### config.mk
export PLATFORM = sky130hd
export DESIGN_NAME = branch_target_predictor_flat
export DESIGN_NICKNAME = d
export VERILOG_FILES = /design/src/rtl/branch_target_predictor_if.sv /design/src/rtl/branch_target_predictor.sv /design/src/flat_wrapper.sv
export SDC_FILE = /design/constraint.sdc
export NUM_CORES = 2
export LEC_CHECK = 0
export BUFFER_PORTS_ARGS = -buffer_cell sky130_fd_sc_hd__buf_2
export CORE_MARGIN = 2
export CORE_UTILIZATION = 53
export CTS_BUF_LIST = sky130_fd_sc_hd__clkbuf_16
export DETAILED_ROUTE_END_ITERATION = 6
export GPL_ROUTABILITY_DRIVEN = 0
export PLACE_DENSITY = 0.69
export SYNTH_ARGS = -nofsm -noshare
export SYNTH_HDL_FRONTEND = slang
export SYNTH_SLANG_ARGS = --single-unit
### constraint.sdc
create_clock -name clk -period 16.4 [get_ports clk]
set_input_delay 2.46 -clock clk [delete_from_list [all_inputs] [get_ports clk]]
set_output_delay 2.46 -clock clk [all_outputs]
set_load 0.05 [all_outputs]
### src/rtl/branch_target_predictor_if.sv
`default_nettype none
// ============================================================================
// Module      : branch_target_predictor_if
// Description : Fetch-lookup, EX-resolution and statistics signals shared
//               between the pipeline (master) and the branch target
//               predictor (slave).
//   Fetch side : pc_if -> pred_taken, pred_target
//   EX side    : ex_valid, ex_is_branch, ex_pc, ex_br, ex_br_target,
//                ex_pred_taken, ex_pred_target -> ex_mispredict,
//                ex_redirect_pc
//   Statistics : branch_cnt, mispredict_cnt
// Revision    : 1.0 - initial release
// ============================================================================
interface branch_target_predictor_if;
    logic [31:0] pc_if;
    logic        pred_taken;
    logic [31:0] pred_target;
    logic        ex_valid;
    logic        ex_is_branch;
    logic [31:0] ex_pc;
    logic        ex_br;
    logic [31:0] ex_br_target;
    logic        ex_pred_taken;
    logic [31:0] ex_pred_target;
    logic        ex_mispredict;
    logic [31:0] ex_redirect_pc;
    logic [31:0] branch_cnt;
    logic [31:0] mispredict_cnt;

    modport master (
        output pc_if, ex_valid, ex_is_branch, ex_pc, ex_br, ex_br_target,
               ex_pred_taken, ex_pred_target,
        input  pred_taken, pred_target, ex_mispredict, ex_redirect_pc,
               branch_cnt, mispredict_cnt
    );

    modport slave (
        input  pc_if, ex_valid, ex_is_branch, ex_pc, ex_br, ex_br_target,
               ex_pred_taken, ex_pred_target,
        output pred_taken, pred_target, ex_mispredict, ex_redirect_pc,
               branch_cnt, mispredict_cnt
    );
endinterface
`default_nettype wire

### src/rtl/branch_target_predictor.sv
`default_nettype none
// ============================================================================
// Module      : branch_target_predictor
// Description : Direct-mapped BTB with 2-bit saturating counters. Gives a
//               zero-latency prediction to fetch, trains on EX resolution,
//               flags mispredicts with a redirect PC and keeps statistics.
// Ports       : clk      - clock, all state updates on posedge
//               rst      - synchronous active-high reset
//               bus_io   - predictor interface (slave modport)
// Revision    : 1.0 - initial release
// ============================================================================
module branch_target_predictor #(
    parameter int unsigned INDEX_BITS = 6
) (
    input  wire logic                 clk,
    input  wire logic                 rst,
    branch_target_predictor_if.slave  bus_io
);

    localparam int unsigned c_ENTRIES  = 1 << INDEX_BITS;
    localparam int unsigned c_TAG_BITS = 30 - INDEX_BITS;

    // ------------------------------------------------------------------
    // Storage. Only valid is reset; tag/target/cnt are qualified by it.
    // ------------------------------------------------------------------
    logic [c_ENTRIES-1:0]  valid_q;
    logic [c_TAG_BITS-1:0] tag_q    [c_ENTRIES];
    logic [31:0]           target_q [c_ENTRIES];
    logic [1:0]            cnt_q    [c_ENTRIES];

    logic [31:0] branch_cnt_q;
    logic [31:0] mispredict_cnt_q;

    // ------------------------------------------------------------------
    // Fetch lookup
    // ------------------------------------------------------------------
    logic [INDEX_BITS-1:0] w_if_idx;
    logic [c_TAG_BITS-1:0] w_if_tag;
    logic                  w_if_hit;
    logic                  w_if_taken;

    assign w_if_idx   = bus_io.pc_if[INDEX_BITS+1:2];
    assign w_if_tag   = bus_io.pc_if[31:INDEX_BITS+2];
    assign w_if_hit   = valid_q[w_if_idx] && (tag_q[w_if_idx] == w_if_tag);
    assign w_if_taken = w_if_hit && cnt_q[w_if_idx][1];

    assign bus_io.pred_taken  = w_if_taken;
    assign bus_io.pred_target = w_if_taken ? target_q[w_if_idx]
                                           : bus_io.pc_if + 32'd4;

    // ------------------------------------------------------------------
    // EX resolution
    // ------------------------------------------------------------------
    logic [INDEX_BITS-1:0] w_ex_idx;
    logic [c_TAG_BITS-1:0] w_ex_tag;
    logic                  w_ex_hit;
    logic                  w_mispredict;
    logic                  w_br_valid;

    assign w_ex_idx   = bus_io.ex_pc[INDEX_BITS+1:2];
    assign w_ex_tag   = bus_io.ex_pc[31:INDEX_BITS+2];
    assign w_ex_hit   = valid_q[w_ex_idx] && (tag_q[w_ex_idx] == w_ex_tag);
    assign w_br_valid = bus_io.ex_valid && bus_io.ex_is_branch;

    always_comb begin
        w_mispredict = 1'b0;
        if (bus_io.ex_valid) begin
            if (bus_io.ex_is_branch) begin
                // Direction wrong, or direction right but target wrong.
                w_mispredict = (bus_io.ex_br != bus_io.ex_pred_taken) ||
                               (bus_io.ex_br &&
                                (bus_io.ex_pred_target != bus_io.ex_br_target));
            end else begin
                // A non-branch should never have been predicted taken.
                w_mispredict = bus_io.ex_pred_taken;
            end
        end
    end

    assign bus_io.ex_mispredict  = w_mispredict;
    assign bus_io.ex_redirect_pc = (bus_io.ex_is_branch && bus_io.ex_br)
                                   ? bus_io.ex_br_target
                                   : bus_io.ex_pc + 32'd4;

    // ------------------------------------------------------------------
    // Training decisions
    // ------------------------------------------------------------------
    logic       w_train;
    logic       w_alloc;
    logic       w_invalidate;
    logic [1:0] w_cnt_cur;
    logic [1:0] w_cnt_d;

    assign w_train      = w_br_valid && w_ex_hit;
    assign w_alloc      = w_br_valid && !w_ex_hit && bus_io.ex_br;
    assign w_invalidate = bus_io.ex_valid && !bus_io.ex_is_branch &&
                          bus_io.ex_pred_taken && w_ex_hit;
    assign w_cnt_cur    = cnt_q[w_ex_idx];

    always_comb begin
        w_cnt_d = w_cnt_cur;
        if (bus_io.ex_br) begin
            if (w_cnt_cur != 2'b11) begin
                w_cnt_d = w_cnt_cur + 2'd1;
            end
        end else begin
            if (w_cnt_cur != 2'b00) begin
                w_cnt_d = w_cnt_cur - 2'd1;
            end
        end
    end

    // Valid bits: cleared in one cycle on reset; reset blocks any write.
    always_ff @(posedge clk) begin
        if (rst) begin
            valid_q <= '0;
        end else if (w_alloc) begin
            valid_q[w_ex_idx] <= 1'b1;
        end else if (w_invalidate) begin
            valid_q[w_ex_idx] <= 1'b0;
        end
    end

    // Entry payload: not reset, but a coincident reset suppresses the write.
    always_ff @(posedge clk) begin
        if (!rst) begin
            if (w_train) begin
                cnt_q[w_ex_idx] <= w_cnt_d;
                if (bus_io.ex_br) begin
                    target_q[w_ex_idx] <= bus_io.ex_br_target;
                end
            end else if (w_alloc) begin
                tag_q[w_ex_idx]    <= w_ex_tag;
                target_q[w_ex_idx] <= bus_io.ex_br_target;
                cnt_q[w_ex_idx]    <= 2'b10;
            end
        end
    end

    // ------------------------------------------------------------------
    // Statistics (free-running, wrap at 2**32)
    // ------------------------------------------------------------------
    always_ff @(posedge clk) begin
        if (rst) begin
            branch_cnt_q     <= '0;
            mispredict_cnt_q <= '0;
        end else begin
            if (w_br_valid) begin
                branch_cnt_q <= branch_cnt_q + 32'd1;
            end
            if (w_mispredict) begin
                mispredict_cnt_q <= mispredict_cnt_q + 32'd1;
            end
        end
    end

    assign bus_io.branch_cnt     = branch_cnt_q;
    assign bus_io.mispredict_cnt = mispredict_cnt_q;

    // Word-offset bits of the PCs carry no information here.
    logic w_unused_bits;
    assign w_unused_bits = ^{bus_io.pc_if[1:0], bus_io.ex_pc[1:0]};

endmodule
`default_nettype wire
### src/flat_wrapper.sv
// flat-port wrapper written by rule: the top's interface ports become plain ports
module branch_target_predictor_flat 
#(
    parameter int unsigned INDEX_BITS = 6
)
  (clk, rst, bus_io_pc_if, bus_io_ex_valid, bus_io_ex_is_branch, bus_io_ex_pc, bus_io_ex_br, bus_io_ex_br_target, bus_io_ex_pred_taken, bus_io_ex_pred_target, bus_io_pred_taken, bus_io_pred_target, bus_io_ex_mispredict, bus_io_ex_redirect_pc, bus_io_branch_cnt, bus_io_mispredict_cnt);
  branch_target_predictor_if bus_io_i ();
  input  wire logic clk;
  input  wire logic rst;
  input wire logic [$bits(bus_io_i.pc_if)-1:0] bus_io_pc_if;
  input wire logic [$bits(bus_io_i.ex_valid)-1:0] bus_io_ex_valid;
  input wire logic [$bits(bus_io_i.ex_is_branch)-1:0] bus_io_ex_is_branch;
  input wire logic [$bits(bus_io_i.ex_pc)-1:0] bus_io_ex_pc;
  input wire logic [$bits(bus_io_i.ex_br)-1:0] bus_io_ex_br;
  input wire logic [$bits(bus_io_i.ex_br_target)-1:0] bus_io_ex_br_target;
  input wire logic [$bits(bus_io_i.ex_pred_taken)-1:0] bus_io_ex_pred_taken;
  input wire logic [$bits(bus_io_i.ex_pred_target)-1:0] bus_io_ex_pred_target;
  output wire logic [$bits(bus_io_i.pred_taken)-1:0] bus_io_pred_taken;
  output wire logic [$bits(bus_io_i.pred_target)-1:0] bus_io_pred_target;
  output wire logic [$bits(bus_io_i.ex_mispredict)-1:0] bus_io_ex_mispredict;
  output wire logic [$bits(bus_io_i.ex_redirect_pc)-1:0] bus_io_ex_redirect_pc;
  output wire logic [$bits(bus_io_i.branch_cnt)-1:0] bus_io_branch_cnt;
  output wire logic [$bits(bus_io_i.mispredict_cnt)-1:0] bus_io_mispredict_cnt;
  assign bus_io_i.pc_if = bus_io_pc_if;
  assign bus_io_i.ex_valid = bus_io_ex_valid;
  assign bus_io_i.ex_is_branch = bus_io_ex_is_branch;
  assign bus_io_i.ex_pc = bus_io_ex_pc;
  assign bus_io_i.ex_br = bus_io_ex_br;
  assign bus_io_i.ex_br_target = bus_io_ex_br_target;
  assign bus_io_i.ex_pred_taken = bus_io_ex_pred_taken;
  assign bus_io_i.ex_pred_target = bus_io_ex_pred_target;
  assign bus_io_pred_taken = bus_io_i.pred_taken;
  assign bus_io_pred_target = bus_io_i.pred_target;
  assign bus_io_ex_mispredict = bus_io_i.ex_mispredict;
  assign bus_io_ex_redirect_pc = bus_io_i.ex_redirect_pc;
  assign bus_io_branch_cnt = bus_io_i.branch_cnt;
  assign bus_io_mispredict_cnt = bus_io_i.mispredict_cnt;
  branch_target_predictor #(.INDEX_BITS(INDEX_BITS)) u_core (.clk(clk), .rst(rst), .bus_io(bus_io_i));
endmodule
Yosys cells after proc, flatten, opt, wreduce, memory -nomap -nowiden
Memory sizes are Yosys's and may differ from the RTL's.
Cells that the tools add are included.

operators by class
  add/subtract/negate cells = 6
  order comparisons = 3
  equal/unequal tests = 5
  muxes and demuxes = 28
  bitwise logic cells = 5
  reductions and logical operators = 18

operator list
  operator                                                           number
  2-to-1 mux 64 bit                                                  2
  2-to-1 mux 32 bit                                                  3
  adder 32 x 1 -> 32 bit, second input constant                      2
  adder 32 x 3 -> 32 bit, second input constant                      2
  AND 64 bit                                                         1
  NOT 64 bit                                                         1
  bitwise OR 64 bit                                                  1
  equality test 24 bit                                               2
  != test 32 bit                                                     1
  2-to-1 mux 1 bit                                                   16
  less-than comparator 6 x 7 -> 1 bit, second input constant         2
  logical AND 1 bit                                                  13
  binary-select mux 1 bit (select 6 bit)                             2
  2-to-1 mux 2 bit                                                   4
  demux 1 bit (select 6 bit)                                         1
  greater-or-equal comparator 6 x 1 -> 1 bit, second input constant  1
  nonzero test 2 bit                                                 2
  adder 2 x 1 -> 2 bit, second input constant                        1
  logical NOT 1 bit                                                  2
  != test 2 bit, second input constant                               1
  bitwise OR 1 bit                                                   2
  subtractor 2 x 1 -> 2 bit, second input constant                   1
  logical OR 1 bit                                                   1
  != test 1 bit                                                      1

word-level totals
  bits in registers = 128
  RAM bits = 3712
  input port bits = 134
  output and inout port bits = 130
  logic and storage cells = 71
  memories kept = 3

memory list
  memory           words  width  read ports  clocked after memory_dff  wr ports  RTL line                       text
  u_core.target_q  64     32     1           0                         1         branch_target_predictor.sv:28  logic [31:0] target_q [c_ENTRIES];
  u_core.tag_q     64     24     2           0                         1         branch_target_predictor.sv:27  logic [c_TAG_BITS-1:0] tag_q [c_ENTRIES];
  u_core.cnt_q     64     2      2           0                         1         branch_target_predictor.sv:29  logic [1:0] cnt_q [c_ENTRIES];

Logic depth before layout (Yosys ltp)
  depth after elaboration = 11
  mapped depth = 18
  mapped depth without buffers = 11

Least setup slack after synthesis
OpenSTA, ideal clock, no wires.

  path type = input to output
  from = input port bus_io_pc_if[2]
  to = output port bus_io_pred_taken
  arrival time = 6.983 ns
  required time = 13.940 ns
  setup slack = 6.957 ns
  stages = 12
  buffers on the path = 4
  cell sequence = buf_4 buf_4 buf_4 buf_1 mux4_2 mux4_2 mux4_2 xnor2_1 nand4_1 nor2_1 nand4_1 nor4_1

on the way
  longest elaborated chain between the ends = 4
  elaborated cells on any way between the ends = 7
  those cells by class = eq/ne: 1; mux: 2; reduce/logical: 2; memory: 2

ends and longest elaborated chain
  what                                                                            RTL line                       text
  start: declaration                                                              flat_wrapper.sv:10             input wire logic [$bits(bus_io_i.pc_if)-1:0] bus_io_pc_if;
  memory (64 x 24 bit) or binary-select mux 1 bit (select 6 bit) (tied branches)  --
  equality test 24 bit or 2-to-1 mux 1 bit (tied branches)                        branch_target_predictor.sv:44  assign w_if_hit = valid_q[w_if_idx] && (tag_q[w_if_idx] == w_if_tag);
  logical AND 1 bit                                                               branch_target_predictor.sv:44
  logical AND 1 bit (*)                                                           branch_target_predictor.sv:45  assign w_if_taken = w_if_hit && cnt_q[w_if_idx][1];
  end: declaration                                                                flat_wrapper.sv:18             output wire logic [$bits(bus_io_i.pred_taken)-1:0] bus_io_pred_taken;

Every way passes the cells marked *; elsewhere a longest branch is shown, timed or not. The select of a mux whose other input is x is not followed.

Final worst setup path
  from = input port bus_io_pc_if[2]
  to = output port bus_io_pred_target[31]

on the way
  longest elaborated chain between the ends = 5
  elaborated cells on any way between the ends = 10
  those cells by class = add/sub: 1; eq/ne: 1; mux: 3; reduce/logical: 2; memory: 3

ends and longest elaborated chain
  what                                                                            RTL line                       text
  memory (64 x 24 bit) or binary-select mux 1 bit (select 6 bit) (tied branches)  --
  equality test 24 bit or 2-to-1 mux 1 bit (tied branches)                        branch_target_predictor.sv:44
  logical AND 1 bit                                                               branch_target_predictor.sv:44
  logical AND 1 bit                                                               branch_target_predictor.sv:45
  2-to-1 mux 32 bit (*)                                                           branch_target_predictor.sv:48  assign bus_io.pred_target = w_if_taken ? target_q[w_if_idx]
  end: declaration                                                                flat_wrapper.sv:19             output wire logic [$bits(bus_io_i.pred_target)-1:0] bus_io_pred_target;

Marked as above.

==> flow_summary.toml <==
[layout]
design_area_mm2 = 0.184
filler_cell_count = 21700
areaGrowthSynthToFinish_pct = 12.3
drive_above_1_share = 0.308
fin_nets = 8796

[worst_setup_path]
path_class = "in2out"
r2r-start = "u_core.tag_q[31][12]"
r2r_end = "u_core.cnt_q[5][0]"
critPathLaunchType = "primary input"
end_kind = "output port"
reg2reg_slack_ns = 8.97
ff2ff_path_depth = 12
arrival_ns = 8.58
cp.required_ns = 13.94
cp_max_fo = 109

[status]
violations = "design-rule violations"
status = "complete, but fails checks"

[synth]
synthAdderAreaFrac = 0.000306
synth_area_per_cell_um2 = 19.8
syn_inst = 8291
synth_fp_nets = 8429
synth_mux_area_frac = 0.209
synth_enable_flop_cells = 3712
ys_ff_latch = 3840
synth_warnings = 0
ys_types = 73
synth_xor_area_frac = 0.00973
synth-simple-area-share = 0.0305
netlist_top_cells_area = "edfxtp_1 (68%), mux4_2 (19%), dfxtp_1 (1.6%), mux2i_1 (1.5%), nor2_1 (0.87%)"
synth_area_mm2 = 0.164
synth_top_family_by_area = "multiplexers"
synth_common_cells = "edfxtp_1 (3712), mux4_2 (1346), nor2_1 (381)"
yosysTopAreaCell = "edfxtp_1"
synthFlopType = "edfxtp_1"
synth_most_common_cell = "edfxtp_1"
synth-compound-area-share = 0.0382
synth_top_cell_area_share = 0.680
synthArstFlopShare = 0
ys_seq_area_frac = 0.696

[global_routing]
grt_pass1_vias = 93400
grt_first_pass_wirelength_um = 756000
grt_usage = 0.349
grt-ovfl-total = 0
grt_max_degree = 141
antenna_found_initial = 54

[timing]
fmax_mhz = 90.6
tns_ns = 0
hold_violations = 0
worst_pin_slew_ns = 1.39
relSlewSlack = 0.0641
finalClockSkew_ns = 0.0400
rsz0062_at_grt = "no"
setup_violations = 0
finalCriticalPeriod_ns = 11.04
drv_slew = 0
timing.final.crit_share = 0.673

[pwr]
ir_worst_vdd_uv = 97.2
p_leak_nw = 58.6
power_density_mw_per_mm2 = 115

[clock_tree]
cts.htree.levels = 5
cts_hold_buffers = 0
clk_pin_slew_ns = 0.06
clock_latency_ns = 0.94
postCtsSetupBuffers = 0
cts_tree = "done"
clockBufferDepth = 4
cts_resized = 0
root_buffer = "clkbuf_16"
cts_sinks = 3840
cts-buffers-inserted = 385

[worst_hold_path]
worst_hold_startpoint = "u_core.bus_io.branch_cnt[14]"
holdPathStages = 2
hp-class = "reg2reg"
hold-path-endpoint = "u_core.bus_io.branch_cnt[14]"

[placement]
dp_hpwl_um = 328000
placed_cell_area_mm2 = 0.171
numPortBuffers = 263

[die]
fp.dieArea_mm2 = 0.314
start_util = 0.532
die_x_um = 560
io_pins = 264
dieHeight_um = 560
core_mm2 = 0.308
row_count = 204

[route]
wl_per_cell_um = 42.2
wirelength_um = 553000
antenna_left = 0
drtIter0Drc = 17500
vias_per_cell = 7.34
drc_errors = 7
num_vias = 96400
first_pass_iters = 7

[flow_run]
drv_cap = 0
-- layer usage --
layer / share of wire / track usage / vias up
met5: 0.00095 / 0.00152 / -
met4: 0.071 / 0.201 / 24
met3: 0.14 / 0.110 / 1700
met2: 0.45 / 0.521 / 8472
met1: 0.33 / 0.455 / 50300
li1: - / - / 35900
-- stage by stage --
stage	setup WS, ns	total power, W	hold slack (ns)	utilization	cells
4_1_cts	5.29	0.0211	0.502	0.597	13100
3_5_place_dp	5.28	0.0125	0.488	0.557	12400
6_report	5.36	0.0211	0.499	0.597	13100
2_1_floorplan	6.96	0.0118	0.466	-	8291
3_3_place_gp	5.29	0.0125	0.475	0.556	12400
5_1_grt	5.08	0.0215	0.533	0.597	13100
-- layout by cell type, fill, tap and decap left out, types with 13 or more instances in the layout --
master	n
nor3_1	19
mux4_2	1346
mux2_2	118
xnor2_1	82
clkinvlp_4	16
a21oi_1	73
clkinv_2	72
o21ai_0	105
a31oi_1	30
nand3_1	89
nand2b_1	14
and3_1	88
clkinv_1	86
o32ai_1	44
nor2_4	127
a22oi_1	98
a222oi_1	19
a211oi_1	23
or3_1	14
a221o_1	66
diode_2	36
nor4_1	23
a221oi_1	105
a22o_1	43
xor2_1	100
buf_12	13
buf_4	308
nand4_1	43
clkbuf_16	399
o2bb2ai_1	19
nor2_1	252
dfxtp_1	128
buf_2	255
o22ai_1	71
nand2_1	336
edfxtp_1	3712
mux2i_1	251
a21o_1	59
inv_1	73
bufinv_16	41
-- power by group --
group | total, W | leakage [nW] | switching [W] | internal [W]
clock network | 0.00879 | 6.36 | 0.00375 | 0.00504
registers | 0.0108 | 34.4 | 0.00000669 | 0.0108
logic | 0.00155 | 17.9 | 0.00103 | 0.000524
-- how the worst max path moves through the flow --
stage	endpoint	start	cells after the start
CTS	bus_io_pred_target[31]	bus_io_pc_if[2]	14
global route	bus_io_pred_target[31]	bus_io_pc_if[2]	14
finish	bus_io_pred_target[31]	bus_io_pc_if[2]	14
global placement	bus_io_pred_taken	bus_io_pc_if[2]	12
floorplan	bus_io_pred_taken	bus_io_pc_if[2]	12
detailed placement	u_core.cnt_q[5][0]	bus_io_ex_pc[2]	15
-- registers in the layout, indices dropped and copies added (netlist names), named ones only --
signal and flops:
u_core.cnt_q 128, u_core.target_q 2048, u_core.bus_io.branch_cnt 32, u_core.tag_q 1536, u_core.bus_io.mispredict_cnt 32
-- cell families (layout without fill, tap and decap cells) --
| family | count (synthesis) | after routing |
|---|---|---|
| AO/OA/AOI/OAI | 837 | 837 |
| multiplexers | 1723 | 1723 |
| buffers and inverters | 613 | 1288 |
| other | 0 | 36 |
| XOR/XNOR | 182 | 182 |
| adder cells (fa/ha/maj) | 4 | 4 |
| AND/OR/NAND/NOR | 1092 | 1092 |
| flip-flops | 3840 | 3840 |
-- area by class of cell --
cell class | count | area (µm²) | area share
flip-flops and latches | 3840 | 114000 | 0.620
multi-input cells | 3838 | 48300 | 0.262
clock buffers | 399 | 9980 | 0.0543
well taps | 4120 | 5150 | 0.0280
repair buffers | 582 | 3940 | 0.0214
clock inverters | 296 | 2480 | 0.0135
diodes | 36 | 90.1 | 0.000490
inverters | 11 | 55.1 | 0.000299
-- worst max-delay path: stages --
cell     delay, ns
buf_12        0.57
buf_12        0.55
buf_12        0.67
mux4_2        0.60
mux4_2        0.49
mux2i_1       0.29
nor2_1        0.10
a21oi_1       0.18
xor2_1        0.54
nand4_1       0.27
nor4_4        0.39
buf_4         0.53
mux2_2        0.51
buf_2         0.25
Power figures use the tool's default switching activity.
